<file path="config.mk">
export PLATFORM = sky130hd
export DESIGN_NAME = spi_mem_ctrl
export DESIGN_NICKNAME = d
export VERILOG_FILES = /design/src/rtl/spi_mem_pkg.sv /design/src/rtl/spi_shifter.sv /design/src/rtl/spi_mem_ctrl.sv
export SDC_FILE = /design/constraint.sdc
export NUM_CORES = 1
export LEC_CHECK = 0
export ABC_CLOCK_PERIOD_IN_PS = 7400
export BUFFER_PORTS_ARGS = -buffer_cell sky130_fd_sc_hd__buf_2
export CORE_AREA = 2 2 132 134
export DETAILED_ROUTE_END_ITERATION = 8
export DIE_AREA = 0 0 134 136
export PLACE_DENSITY = 0.62
export SLEW_MARGIN = 20
export SYNTH_ARGS = -nofsm -noshare
export SYNTH_HDL_FRONTEND = slang
export SYNTH_SLANG_ARGS = --single-unit
</file>
<file path="constraint.sdc">
create_clock -name clk -period 7.4 [get_ports clk]
set_input_delay 0.74 -clock clk [delete_from_list [all_inputs] [get_ports clk]]
set_output_delay 0.74 -clock clk [all_outputs]
set_load 0.02 [all_outputs]
</file>
<file path="src/rtl/spi_mem_pkg.sv">
// Shared types and constants for the SPI memory controller.
package spi_mem_pkg;

    // Controller phases, in transaction order.
    typedef enum logic [2:0] {
        StIdle,
        StCmd,
        StAddr,
        StData,
        StDone
    } state_e;

    localparam logic [7:0] SPI_OP_READ  = 8'h03;
    localparam logic [7:0] SPI_OP_WRITE = 8'h02;

    // req_size encodings.
    localparam logic [1:0] SizeByte = 2'd0;
    localparam logic [1:0] SizeHalf = 2'd1;
    localparam logic [1:0] SizeWord = 2'd2;
    localparam logic [1:0] SizeRsvd = 2'd3;

    // Number of data bytes moved for a request size; the reserved code acts as a word.
    function automatic logic [2:0] size_bytes(input logic [1:0] size);
        case (size)
            SizeByte: return 3'd1;
            SizeHalf: return 3'd2;
            default:  return 3'd4;
        endcase
    endfunction

    // Reverse byte order so that byte 0 lands in the most significant lane.
    function automatic logic [31:0] bswap32(input logic [31:0] d);
        return {d[7:0], d[15:8], d[23:16], d[31:24]};
    endfunction

endpackage

</file>
<file path="src/rtl/spi_shifter.sv">
// Mode-0 SPI bit engine: sclk phase toggle, bit counter, TX and RX shift registers.
// A load starts a field of 1..32 bits taken MSB first from load_data_i; the first
// bit is on mosi in the cycle after the load edge with sclk low.
module spi_shifter (
    input  logic        clk,
    input  logic        rst,
    input  logic        load_i,
    input  logic [31:0] load_data_i,
    input  logic [5:0]  load_bits_i,
    input  logic        sample_en_i,
    input  logic        miso_i,
    output logic        sclk_o,
    output logic        mosi_o,
    output logic        last_o,
    output logic [31:0] rx_o
);

    logic        active_q;
    logic        sclk_q;
    logic        mosi_q;
    logic [31:0] tx_q;
    logic [31:0] rx_q;
    logic [4:0]  cnt_q;

    // High during the sclk-high half of the final bit: the next edge ends the field.
    assign last_o = active_q & sclk_q & (cnt_q == 5'd0);
    assign sclk_o = sclk_q;
    assign mosi_o = mosi_q;
    assign rx_o   = rx_q;

    // Bit engine: load has priority so a new field can follow the previous one seamlessly.
    always_ff @(posedge clk or posedge rst) begin
        if (rst) begin
            active_q <= 1'b0;
            sclk_q   <= 1'b0;
            mosi_q   <= 1'b0;
            tx_q     <= '0;
            rx_q     <= '0;
            cnt_q    <= '0;
        end else if (load_i) begin
            active_q <= 1'b1;
            sclk_q   <= 1'b0;
            mosi_q   <= load_data_i[31];
            tx_q     <= {load_data_i[30:0], 1'b0};
            rx_q     <= '0;
            cnt_q    <= 5'(load_bits_i - 6'd1);
        end else if (active_q) begin
            if (!sclk_q) begin
                // Rising sclk edge: the device has held miso stable through the low half.
                sclk_q <= 1'b1;
                if (sample_en_i) begin
                    rx_q <= {rx_q[30:0], miso_i};
                end
            end else begin
                sclk_q <= 1'b0;
                if (cnt_q == 5'd0) begin
                    active_q <= 1'b0;
                    mosi_q   <= 1'b0;
                end else begin
                    mosi_q <= tx_q[31];
                    tx_q   <= {tx_q[30:0], 1'b0};
                    cnt_q  <= cnt_q - 5'd1;
                end
            end
        end
    end

endmodule

</file>
<file path="src/rtl/spi_mem_ctrl.sv">
// SPI memory controller: turns single core load/store requests into mode-0 SPI
// read (0x03) / write (0x02) transactions on cs1 (flash) or cs2 (RAM).
module spi_mem_ctrl
    import spi_mem_pkg::*;
#(
    parameter int unsigned ADDR_W = 24
) (
    input  logic              clk,
    input  logic              rst,
    input  logic              req_valid,
    output logic              req_ready,
    input  logic              req_write,
    input  logic [ADDR_W:0]   req_addr,
    input  logic [1:0]        req_size,
    input  logic [31:0]       req_wdata,
    output logic              resp_valid,
    output logic [31:0]       resp_rdata,
    output logic              busy,
    output logic              sclk,
    output logic              mosi,
    input  logic              miso,
    output logic              cs1,
    output logic              cs2
);

    state_e              state_q;
    logic                write_q;
    logic [ADDR_W-1:0]   addr_q;
    logic [2:0]          nbytes_q;
    logic [31:0]         wdata_q;
    logic                cs1_q;
    logic                cs2_q;
    logic                resp_valid_q;
    logic [31:0]         resp_rdata_q;

    logic                sh_load;
    logic [31:0]         sh_data;
    logic [5:0]          sh_bits;
    logic                sh_last;
    logic                sh_sample;
    logic [31:0]         sh_rx;
    logic [31:0]         addr_left;
    logic [31:0]         rx_fmt;

    assign req_ready  = (state_q == StIdle);
    assign busy       = (state_q != StIdle);
    assign resp_valid = resp_valid_q;
    assign resp_rdata = resp_rdata_q;
    assign cs1        = cs1_q;
    assign cs2        = cs2_q;

    // Address left-justified so its MSB is the first bit shifted out.
    assign addr_left = 32'(addr_q) << (32 - ADDR_W);

    // Received bytes arrive byte 0 first, so byte 0 ends up highest in sh_rx.
    assign rx_fmt = bswap32(sh_rx) >> (6'd32 - {nbytes_q, 3'b000});

    assign sh_sample = (state_q == StData) & ~write_q;

    // Shifter field loads: command on acceptance, then address, then data.
    always_comb begin
        sh_load = 1'b0;
        sh_data = '0;
        sh_bits = '0;
        case (state_q)
            StIdle: begin
                if (req_valid) begin
                    sh_load = 1'b1;
                    sh_data = {(req_write ? SPI_OP_WRITE : SPI_OP_READ), 24'h0};
                    sh_bits = 6'd8;
                end
            end
            StCmd: begin
                if (sh_last) begin
                    sh_load = 1'b1;
                    sh_data = addr_left;
                    sh_bits = 6'(ADDR_W);
                end
            end
            StAddr: begin
                if (sh_last) begin
                    sh_load = 1'b1;
                    sh_data = write_q ? bswap32(wdata_q) : 32'h0;
                    sh_bits = {nbytes_q, 3'b000};
                end
            end
            default: ;
        endcase
    end

    // Transaction FSM with request capture, chip-select decode and response formatting.
    always_ff @(posedge clk or posedge rst) begin
        if (rst) begin
            state_q      <= StIdle;
            write_q      <= 1'b0;
            addr_q       <= '0;
            nbytes_q     <= 3'd1;
            wdata_q      <= '0;
            cs1_q        <= 1'b1;
            cs2_q        <= 1'b1;
            resp_valid_q <= 1'b0;
            resp_rdata_q <= '0;
        end else begin
            resp_valid_q <= 1'b0;
            case (state_q)
                StIdle: begin
                    if (req_valid) begin
                        write_q  <= req_write;
                        addr_q   <= req_addr[ADDR_W-1:0];
                        nbytes_q <= size_bytes(req_size);
                        wdata_q  <= req_wdata;
                        cs1_q    <= req_addr[ADDR_W];
                        cs2_q    <= ~req_addr[ADDR_W];
                        state_q  <= StCmd;
                    end
                end
                StCmd: begin
                    if (sh_last) begin
                        state_q <= StAddr;
                    end
                end
                StAddr: begin
                    if (sh_last) begin
                        state_q <= StData;
                    end
                end
                StData: begin
                    if (sh_last) begin
                        cs1_q        <= 1'b1;
                        cs2_q        <= 1'b1;
                        resp_valid_q <= 1'b1;
                        resp_rdata_q <= write_q ? 32'h0 : rx_fmt;
                        state_q      <= StDone;
                    end
                end
                StDone: begin
                    state_q <= StIdle;
                end
                default: begin
                    state_q <= StIdle;
                end
            endcase
        end
    end

    spi_shifter u_shifter (
        .clk         (clk),
        .rst         (rst),
        .load_i      (sh_load),
        .load_data_i (sh_data),
        .load_bits_i (sh_bits),
        .sample_en_i (sh_sample),
        .miso_i      (miso),
        .sclk_o      (sclk),
        .mosi_o      (mosi),
        .last_o      (sh_last),
        .rx_o        (sh_rx)
    );

endmodule

</file>
======== Yosys cells after proc, flatten, opt, wreduce, memory -nomap -nowiden ========
Index checks and enable logic that the tools add are counted.
cells by class
  reduce and logical (&&, ||, !) cells .... 16
  shifts and indexed selects .............. 1
  bitwise gates (word level) .............. 5
  equal/unequal tests ..................... 10
  add/sub/neg operators ................... 3
  multiplexer cells ....................... 49
operators with widths
  operator             number
  $mux 32              12
  $pmux 32 s3          1
  $shr 32x6->32        1
  $mux 5               6
  $mux 26              1
  $mux 1               18
  $pmux 5 s3           1
  $mux 3               4
  $ne 2x2->1 const B   6
  $pmux 3 s4           1
  $sub 5x1->5 const B  2
  $reduce_and 3->1     3
  $reduce_bool 2->1    4
  $eq 3x2->1 const B   2
  $pmux 1 s2           3
  $pmux 3 s2           1
  $reduce_and 2->1     3
  $sub 6x6->6 const A  1
  $logic_not 5->1      1
  $mux 4               1
  $reduce_and 4->1     1
  $and 1x1->1          3
  $eq 3x1->1 const B   1
  $logic_not 3->1      1
  5 further kinds      6
word-level totals
  word-level logic and storage cells ...... 99
  input port bits ......................... 64
  bits in registers ....................... 170
  output and inout bits ................... 39

======== Logic depth before layout (Yosys ltp) ========
Gate-level depths: netlist (run 1).
  depth in word-level cells ............... 6
  mapped depth ............................ 11
  depth with buffers taken out ............ 9

======== By module ========
Synthesis (run 1) repeated with hierarchy kept, for this count alone.
unflattened totals
  cell total of the unflattened synthesis .. 824
  area total of the unflattened synthesis .. 7926.4 um^2
modules (own cells, without submodules)
  module        cells an instance  instances  area each (um^2)
  spi_mem_ctrl  493                1          4680.7
  spi_shifter   331                1          3245.6

======== Worst setup path before layout (run 1) ========
Ideal clock, no wire load.
  path kind ............................... register -> register
  start point ............................. register nbytes_q[0]
  end point ............................... register resp_rdata_q[10] (netlist: resp_rdata[10])
  library setup time ...................... 0.121 ns
  data arrival time ....................... 2.602 ns
  period minus slack after synthesis ...... 2.723 ns
  slack ................................... 4.677 ns
  data required time ...................... 7.279 ns
  cell stages (with the launch flop) ...... 9
  path through ............................ dfstp_2 > clkbuf_1 > clkinv_1 > ha_1 > clkbuf_1 > clkbuf_1 > mux2i_1 > o22ai_1 > a22o_1
on the way
  cells in the longest elaborated chain, start to end .. 3
ends and longest elaborated chain
  item                      line                 text
  start: declaration        spi_mem_ctrl.sv:29   logic [2:0] nbytes_q;
  start signal: assignment  spi_mem_ctrl.sv:110  nbytes_q <= size_bytes(req_size);
  $sub 6x6->6               spi_mem_ctrl.sv:56   assign rx_fmt = bswap32(sh_rx) >> (6'd32 - {nbytes_q, 3'b000});
  $shr 32x6->32             spi_mem_ctrl.sv:56
  $mux 32                   spi_mem_ctrl.sv:132  resp_rdata_q <= write_q ? 32'h0 : rx_fmt;
  end signal: assignment    spi_mem_ctrl.sv:132
  end: declaration          spi_mem_ctrl.sv:34   logic [31:0] resp_rdata_q;
Every way passes these cells.
A chain may end at the register's enable or synchronous reset.

======== Final worst setup path (run 1) ========
  start point ............................. register nbytes_q[0]
  end point ............................... register resp_rdata_q[24] (netlist: resp_rdata[24])
The elaborated chain is that of the path after synthesis.

==> metrics, run 1 <==
grt total ovfl=0; CTS Sinks=between 150 and 200; CTS max path bufs=2; Fillers=1588; Post-Place Setup Slack=4.071 ns; hold path cells=2; # DRC=0; worst path required time=between 7 and 8 ns; PostCTS Resize Cnt=0; Post-synth EDFFs=0; Leakage=4.173 nW; WL final=16850 um; RSZ-0062 raised after global routing=no; layout cell share with drive strength beyond 1=0.1817; worst-path cell chain=clkinv_1, ha_1, nand2b_1, nor2_2, a22o_1; vias in the first global route=5450; R2R Path Start=nbytes_q[0]$_DFFE_PP1N_; Row Count=48; FF+latch count, synth=169; yosys warns=0; Finish-stage setup viols=0; clock-pin transition on the worst setup and hold timing paths=0.06 ns; Synth area leaders=dfrtp_1 (56%), nand2_1 (15%), a21oi_1 (3.8%); cts bufs inserted=17; Reg2Reg Depth=5; Mapped Cells=between 700 and 800; Avg Inst Size Synth=9.418 um^2; Setup Total Neg Slack=0 ns; post-synth net total=about 860; top achievable clock speed=297.7 MHz; dominant register cell in the synthesized netlist=dfrtp_1; die width=134 um; Final ANT Viol Nets=0; drt wl/cell=15.31 um; Slew HR=0.2527; Finished Core Util=0.5131; Slew @ Worst Pin=around 1.1 ns; post-synth cell types=52; clock skew=between 0.006 and 0.007 ns; multiplexer share of the synthesized area=0.03359; port buffer count=102; antenna violations before repair=0; RePlAce Congestion=0.8031; Total GRT Usage=0.1942; CP startpoint kind=flop; Antenna Cells=0; Crit Path Max Fanout=35; CP max stage delay=1.08 ns; VDD IR-drop max=0.1924 mV; via count=5729; delay-heaviest family, CP=adder cells; final hold vios=0; first-pass GRT wire length=roughly 28000 um; NumNets Final=929; pin count of the biggest net entering global routing=90; outcome=finished, final reports clean; post-layout total power=roughly 0.0035 W; Bufs and invs on worst path=1; sequential share of the synthesized area=0.5682; Setup crit end kind=flop; worst endpoint data arrival time=3.67 ns; Max Slew Vio Count=0; synthesized cell area=7450 um^2; postcts setup bufs=0; worst hold endpoint=resp_rdata[20]$_DFFE_PP0P_; Hold WC Path Type=flop to flop; detailed placement HPWL=10720 um; DRT Pass-1 Iters=7; Vias/cell=between 5 and 6; Final period util=0.4540; Adder-Cell Fraction of Synth Area=0.003359; ys async rst share=1.000; largest family of logic cells by synthesized area=simple AND/OR/NAND/NOR gates; H-tree depth=4; Die ar.=18220 um^2; CORE AREA=16880 um^2; min cycle time layout=around 3.4 ns; Compound-Gate Fraction of Synth Area=0.1493; Clk Latency, worst-skew pair=0.42 ns; CTS tree=done; P per Cell Area=407.3 nW/um^2; clock root buffer=clkbuf_16; reg2reg end=resp_rdata[24]$_DFFE_PP0P_; area grow syn2layout=16.24%; dominant cell type by area after synthesis=dfrtp_1; CP Class=flop to flop; post-synthesis xor/xnor area fraction=0.005878; drt initial violations=435; crit path setup slack, layout=4.041 ns; area share of and/or/nand/nor cells after synthesis=0.2005; register-to-register setup slack=4.04 ns; CP max stage cell=ha_1; DIE HEIGHT=around 140 um; hold path startpoint=resp_rdata[20]$_DFFE_PP0P_; I/O pins=103; share of the synthesized area in the top cell type=0.5576; Post-CTS Hold Fix Bufs=0; Max-cap violations=0; hold slack=about 0.47 ns; Initial Util=0.4414
final cells by class:
class	count	area, um^2	area share
Clock buffer	18	429.2	0.04956
Clock inverter	13	168.9	0.01951
Inverter	8	35.03	0.004046
Multi-Input combinational cell	556	2930	0.3384
Sequential cell	169	4233	0.4888
Tap cell	225	281.5	0.03251
Timing Repair Buffer	111	581.8	0.06719
kinds of logic after synthesis:
group | count (synthesis)
adder cells (fa/ha/maj) | 2
AND/OR/NAND/NOR | 367
XOR/XNOR | 5
flip-flops | 169
buffers and inverters | 66
multiplexers | 25
AO/OA/AOI/OAI | 157
synth_stat cells, types with 2 or more instances:
cell type	n
mux2i_1	25
xor2_1	3
ha_1	2
a31oi_1	2
dfrtp_1	166
a222oi_1	21
clkbuf_1	37
a22o_1	18
a221oi_1	2
o21ai_1	9
a21oi_1	57
inv_1	6
xnor2_1	2
nand2b_1	5
o2bb2ai_1	7
nor3_1	3
dfstp_2	3
nand3b_1	3
o21a_1	6
a211oi_1	2
nor2_2	2
o22ai_1	8
buf_2	17
or3_1	2
buf_6	2
nor2_1	39
buf_4	2
nand3_1	12
o21ai_0	15
nand2_1	291
metal layers:
metal | share of wire | vias to the layer above | GRT usage
met2 | 0.45 | 148 | 0.2923
met1 | 0.50 | 2751 | 0.2907
met4 | 0.0060 | 0 | 0.04255
li1 | - | 2823 | -
met3 | 0.049 | 7 | 0.03952
met5 | 0 | - | 0
where the power goes:
group / internal [W] / switching (W) / total, W
Combinational: 0.000445 / 0.000617 / 0.00106
Sequential: 0.00125 / 0.000301 / 0.00155
Clock: 0.000535 / 0.000375 / 0.000910
placed cells by master, fill, tap and decap left out, types with 12 or more instances in the layout:
master,n
a21oi_1,57
a222oi_1,21
a22o_1,18
buf_2,102
clkbuf_16,17
dfrtp_1,166
mux2i_1,25
nand2_1,291
nand3_1,12
nor2_1,38
o21ai_0,15
sequential cells by signal, summed over array words and instances (netlist names):
name                cells
write_q                 1
cs1                     1
resp_valid              1
u_shifter.cnt_q         5
state_q                 3
addr_q                 24
wdata_q                32
nbytes_q                3
cs2                     1
u_shifter.tx_q         31
u_shifter.sclk_o        1
u_shifter.mosi_o        1
u_shifter.rx_o         32
u_shifter.active_q      1
resp_rdata             32
worst max path at each step:
stage                            start                          to  slack (ns)  cells past startpoint
2_1_floorplan                      rst       addr_q[0]$_DFFE_PP0N_        2.09                      1
3_3_place_gp   nbytes_q[0]$_DFFE_PP1N_  resp_rdata[24]$_DFFE_PP0P_        4.10                      5
3_5_place_dp   nbytes_q[0]$_DFFE_PP1N_  resp_rdata[24]$_DFFE_PP0P_        4.07                      5
4_1_cts        nbytes_q[0]$_DFFE_PP1N_  resp_rdata[24]$_DFFE_PP0P_        4.06                      5
5_1_grt        nbytes_q[0]$_DFFE_PP1N_  resp_rdata[27]$_DFFE_PP0P_        3.77                      5
6_report       nbytes_q[0]$_DFFE_PP1N_  resp_rdata[24]$_DFFE_PP0P_        4.04                      5
worst min-delay path, cell delays in order (launching register included):
cell and delay [ns]:
dfrtp_1 0.34, nand2_1 0.04, o21ai_0 0.06
stage by stage:
| step | std cells | instance area (um^2) |
|---|---|---|
| global placement | 1069 | 8056 |
| floorplan | 791 | 7450 |
| detailed placement | 1069 | 8056 |
| CTS | 1100 | 8655 |
| global route | 1100 | 8660 |
| finish | 1100 | 8660 |
(Power assumes the default switching activity.)
==> run 2, diff against run 1 <==
Settings changed: ABC_AREA set to 1, ABC_CLOCK_PERIOD_IN_PS 7400 to 2700, CORE_AREA 2 2 132 134 to 2 2 134 136, DIE_AREA 0 0 134 136 to 0 0 136 138, PLACE_DENSITY 0.62 to 0.64.
Clock period 7.4 ns to 2.7 ns, I/O delays scaled along.
==> run 2 against run 1 <==
Net effect:
- register-to-register slack got worse by 3.6 ns
- worst setup slack got worse by 3.6 ns
- maximum frequency increased by 47%
- area after synthesis increased by 2.3%
- critical path type unchanged
- highest routed layer unchanged
==> metrics, run 2 <==
worst endpoint data arrival time=2.63 ns; Slew HR=0.3099; drt wl/cell=about 15 um; Crit Path Max Fanout=31; ys async rst share=1.000; pin count of the biggest net entering global routing=60; grt total ovfl=0; Hold WC Path Type=primary input to flop; Reg2Reg Depth=10; worst path required time=3.04 ns; commonest non-fill, non-tap cell in the layout=nand2_1; I/O pins=103; post-synth cell types=31; Post-synth top cells=nand2_1 (235), dfrtp_1 (166), o21ai_0 (107), inv_1 (80), nand3_1 (52); CTS max path bufs=2; register-to-register setup slack=0.41 ns; CORE AREA=17530 um^2; cts bufs inserted=17; crit path setup slack, layout=0.4093 ns; clock-pin transition on the worst setup and hold timing paths=0.06 ns; min cycle time layout=2.291 ns; vias in the first global route=roughly 6100; via count=6348; Initial Util=0.4345; Pint=0.004055 W; detailed placement HPWL=between 10000 and 15000 um; FF+latch count, synth=about 170; Synth area leaders=dfrtp_1 (55%), nand2_1 (12%), o21ai_0 (7.0%); CP startpoint kind=flop; count leader, synth=nand2_1; R2R Path Start=u_shifter.cnt_q[0]$_DFFE_PP0P_; hold slack=0.02263 ns; yosys warns=0; final hold vios=0; NumNets Final=1035; sequential share of the synthesized area=0.5556; area grow syn2layout=17.67%; Sequential cell area=about 4200 um^2; post-layout total power=approximately 0.0052 W; Leakage=4.712 nW; WL final=18530 um; Die ar.=18770 um^2; Slew @ Worst Pin=1.031 ns; clock root buffer=clkbuf_16; first-pass GRT wire length=between 30000 and 40000 um; Total GRT Usage=0.2067; CP startpoint=u_shifter.cnt_q[0]$_DFFE_PP0P_; Finish-stage setup viols=0; Flop pwr share=0.487; Fillers=1695; RSZ-0062 raised after global routing=no; dominant cell type by area after synthesis=dfrtp_1; DRT Pass-1 Iters=5; die width=136 um; dominant register cell in the synthesized netlist=dfrtp_1; Row Count=49; share of the synthesized area in the top cell type=0.5452; Final ANT Viol Nets=0; # DRC=0; antenna violations before repair=1; Mapped Cells=~900; Clk Latency, worst-skew pair=0.43 ns; Gate power share=0.051; DIE HEIGHT=138 um; Avg Inst Size Synth=8.638 um^2; layout cell share with drive strength beyond 1=0.1731; switching pwr=0.001167 W; post-synth net total=~950; top achievable clock speed=436.5 MHz; reg2reg end=u_shifter.tx_q[24]$_DFFE_PP0P_; Vias/cell=between 5 and 6; Max-cap violations=0; outcome=finished, final reports clean; RePlAce Congestion=0.7889; VDD IR-drop max=0.4715 mV; H-tree depth=4; Max Slew Vio Count=0; Post-CTS Hold Fix Bufs=1; placed instance area=8369 um^2; clock skew=0.009200 ns; synthesized cell area=7619 um^2; Post-synth EDFFs=0; Post-Layout Inst Area=8965 um^2; Setup Total Neg Slack=0 ns; postcts setup bufs=0; CTS tree=done; Final period util=0.8484; drt initial violations=551; most frequent cells in the layout=nand2_1 (235), dfrtp_1 (166), o21ai_0 (107); P per Cell Area=just under 600 nW/um^2; PostCTS Resize Cnt=0; port buffer count=102; Multi-input gate area=between 2000 and 3000 um^2; CP Class=flop to flop; CTS Sinks=169; Sw Ratio=0.2235; Setup crit end kind=flop; critical path endpoint=u_shifter.tx_q[24]$_DFFE_PP0P_; clock share of power=0.462; Post-Place Setup Slack=about 0.44 ns
==> run 2: cell types whose count changed after synthesis, moves of 18 or more <==
cell,previous run,this run
a22o_1,18,0
inv_1,6,80
nand4_1,0,24
a222oi_1,21,0
o21ai_0,15,107
mux2i_1,25,0
o22ai_1,8,36
a21oi_1,57,5
nand2_1,291,235
nand3_1,12,52
==> run 2: cell type report <==
class	instances	share of cell area
Tap cell	229	0.03196
Sequential cell	169	0.4722
Clock inverter	9	0.01284
Timing Repair Buffer	125	0.08207
Inverter	86	0.03643
Multi-Input combinational cell	570	0.3121
Clock buffer	23	0.05220
Antenna cell	1	0.0002791
==> run 2: logic make-up (layout without fill, tap and decap cells) <==
group / count (synthesis) / count (layout) / synth area share
DFF: 169 / 169 / 0.5556
AOI/OAI and AO/OA: 209 / 209 / 0.1652
adders and majority gates: 2 / 2 / 0.003284
other: 0 / 1 / 0
buffers and inverters: 143 / 243 / 0.07752
and+or+nand+nor: 357 / 357 / 0.1961
xor gates and xnor gates: 2 / 2 / 0.002300
==> run 2: per-layer routing <==
metal,global-route usage,vias to the layer above,part of all wire
met3,0.04034,35,0.053
met5,0,-,0
met2,0.2917,197,0.44
met4,0.08662,0,0.028
li1,-,3115,-
met1,0.3101,3001,0.48
==> run 2: power by group through the flow <==
| stage | logic (W) | registers, W | clock network, W |
|---|---|---|---|
| after floorplan | 0.000173 | 0.00259 | 0 |
| after global placement | 0.000266 | 0.00259 | 0 |
| after detailed placement | 0.000273 | 0.00259 | 0 |
| after CTS | 0.000274 | 0.00254 | 0.00247 |
| after global routing | 0.000311 | 0.00254 | 0.00257 |
| final | 0.000267 | 0.00254 | 0.00241 |
==> run 2: worst max-delay path, stage by stage (launching register included) <==
cell	delay [ns]
dfrtp_1	0.40
nor2_1	0.15
nand2_1	0.13
nor2_4	0.15
nand3_1	0.15
nand2_2	0.25
inv_2	0.21
nand2_2	0.29
buf_12	0.23
nor2_1	0.07
a41oi_1	0.17
==> run 2: how the worst min path moves through the flow <==
| stage | from | endpoint | slack (ns) | cells after the start |
|---|---|---|---|---|
| global placement | rst | u_shifter.rx_o[26]$_DFFE_PP0P_ | 0.35 | 2 |
| global route | req_size[0] | nbytes_q[0]$_DFFE_PP1N_ | 0.03 | 2 |
| detailed placement | rst | u_shifter.rx_o[26]$_DFFE_PP0P_ | 0.36 | 2 |
| floorplan | req_size[0] | nbytes_q[0]$_DFFE_PP1N_ | 0.34 | 1 |
| finish | req_size[0] | nbytes_q[0]$_DFFE_PP1N_ | 0.02 | 2 |
| CTS | req_size[0] | nbytes_q[0]$_DFFE_PP1N_ | 0.01 | 2 |
==> run 2: through the flow <==
stage | utilization | instances
finish | 0.5113 | 1212
global route | 0.5113 | 1212
CTS | 0.5111 | 1211
detailed placement | 0.4773 | 1178
global placement | 0.4773 | 1178
floorplan | - | 882
==> run 3, diff against run 2 <==
Settings changed: ABC_CLOCK_PERIOD_IN_PS 2700 to 2000.
Clock period 2.7 ns to 2 ns, I/O delays scaled along.
==> run 3 against run 2 <==
Net effect:
- routed wire length increased by 3.8%
- largest power group unchanged
- combinational power increased by 81%
- total power increased by 39%
==> metrics, run 3 (synthesis gave the netlist of run 2 again) <==
WL final=19240 um; pin count of the biggest net entering global routing=58; top achievable clock speed=around 530 MHz; worst path required time=2.29 ns; vias in the first global route=6359; Gate power share=0.067; Clk Latency, worst-skew pair=0.42 ns; drt wl/cell=14.97 um; NumNets Final=1109; crit path setup slack, layout=0.1170 ns; via count=6582; detailed placement HPWL=around 13000 um; area grow syn2layout=28.33%; CP Class=flop to flop; CP max stage cell=dfrtp_1; layout cell share with drive strength beyond 1=0.1886; VDD IR-drop max=0.6339 mV; Reg2Reg Depth=11; CP startpoint kind=flop; placed instance area=8547 um^2; clock share of power=0.460; delay-heaviest family, CP=simple AND/OR/NAND/NOR gates; Initial Util=0.4345; Flop pwr share=0.473; commonest non-fill, non-tap cell in the layout=nand2_1; Hold WC Path Type=primary input to flop; Crit Path Max Fanout=14; switching pwr=0.001600 W; Post-Layout Inst Area=9777 um^2; CTS tree=done; Setup crit end kind=flop; Slew @ Worst Pin=0.5003 ns; Max Slew Vio Count=0; I/O pins=103; H-tree depth=4; DIE HEIGHT=138 um; CTS Sinks=about 170; Finished Core Util=0.5576; P per Cell Area=742.5 nW/um^2; Post-Place Setup Slack=about 0.018 ns; grt total ovfl=0; outcome=finished, final reports clean; clock skew=about 0.011 ns; Vias/cell=5.122; Bufs and invs on worst path=4; CTS max path bufs=2; antenna violations before repair=1; die width=136 um; clock root buffer=clkbuf_16; # DRC=0; CP max stage delay=0.40 ns; Final ANT Viol Nets=0; Slew HR=0.6664; min cycle time layout=1.883 ns; final hold vios=0; Max-cap violations=0; Total GRT Usage=0.2119; most frequent cells in the layout=nand2_1 (232), dfrtp_1 (166), o21ai_0 (106); Final period util=0.9415; CP Depth=11; first-pass GRT wire length=31880 um; clock-pin transition on the worst setup and hold timing paths=0.07 ns; cts bufs inserted=17; Die ar.=18770 um^2; hold path cells=3; worst-path cell chain=nor2_1, nand2_2, nor2_4, nand3_2, nand2_2, inv_4, o41ai_4, buf_4, buf_4, buf_12, o22ai_1; worst endpoint data arrival time=2.17 ns; drt initial violations=447; RSZ-0062 raised after global routing=yes; DRT Pass-1 Iters=5; Leakage=5.079 nW; Finish-stage setup viols=0; CORE AREA=17530 um^2; Sw Ratio=0.2204; Row Count=49; Pint=0.005659 W; port buffer count=just over 100; RePlAce Congestion=0.8382
## run 3: cell count changes in the layout (fill, tap and decap cells not counted), sizes merged
cell,before,now
inv,86,87
buf,124,144
clkinvlp,3,2
dlygate4sd3,1,54
bufinv,2,3
clkbuf,23,22
## run 3: final timing paths
check	from	to	slack (ns)
worst max-delay path	u_shifter.cnt_q[0]$_DFFE_PP0P_	u_shifter.rx_o[21]$_DFFE_PP0P_	0.12
worst max register to register	u_shifter.cnt_q[0]$_DFFE_PP0P_	u_shifter.rx_o[21]$_DFFE_PP0P_	0.12
worst min register to register	u_shifter.tx_q[2]$_DFFE_PP0P_	u_shifter.tx_q[2]$_DFFE_PP0P_	0.48
max in group asynchronous	rst	wdata_q[24]$_DFFE_PP0N_	1.09
worst min-delay path	req_wdata[2]	wdata_q[2]$_DFFE_PP0N_	0.01
min in group asynchronous	rst	nbytes_q[2]$_DFFE_PP0N_	0.28
## run 3: tightest hold or removal path, stage by stage
cell	delay [ns]
buf_2	0.07
nand2_1	0.06
nand2_1	0.06
## run 3: layout make-up
type	instances	area (um^2)
repair buffers	199	1508
diodes	1	2.502
flip-flops and latches	169	4233
fillers	1613	7757
inverters	86	331.6
clock buffers	21	450.4
multi-input cells	570	2823
well taps	229	286.5
clock inverters	10	142.6
## run 3: timing repair
item	4_1_cts	5_1_grt
setup endpoints to repair	0	85
endpoints found under the hold margin	58	0
resized for setup	0	9
hold buffers	54	0
setup buffers	0	6
## run 3: routing by layer
metal  GRT usage  vias to the layer above  part of all wire
li1            -                     3275                 -
met1      0.3087                     3122              0.48
met2      0.3168                      159              0.45
met3     0.03814                       26             0.044
met4     0.07840                        0             0.019
met5           0                        -                 0
## run 3: metrics by stage
step                hold slack [ns]  total power, W  TNS [ns]  instances
finish                      0.01119        0.007259         0       1285
global route                0.01271        0.007530  -0.04471       1285
CTS                       0.0006042        0.007304         0       1277
detailed placement           0.1735        0.003888         0       1192
global placement             0.1707        0.003880         0       1192
floorplan                    0.2655        0.003733    -58.48        882
## run 3: power groups by stage
stage,Sequential [W],Combinational (W),Clock (W)
6_report,0.00343,0.000483,0.00334
5_1_grt,0.00343,0.000547,0.00355
4_1_cts,0.00343,0.000470,0.00340
3_5_place_dp,0.00350,0.000390,0
3_3_place_gp,0.00350,0.000382,0
2_1_floorplan,0.00350,0.000234,0
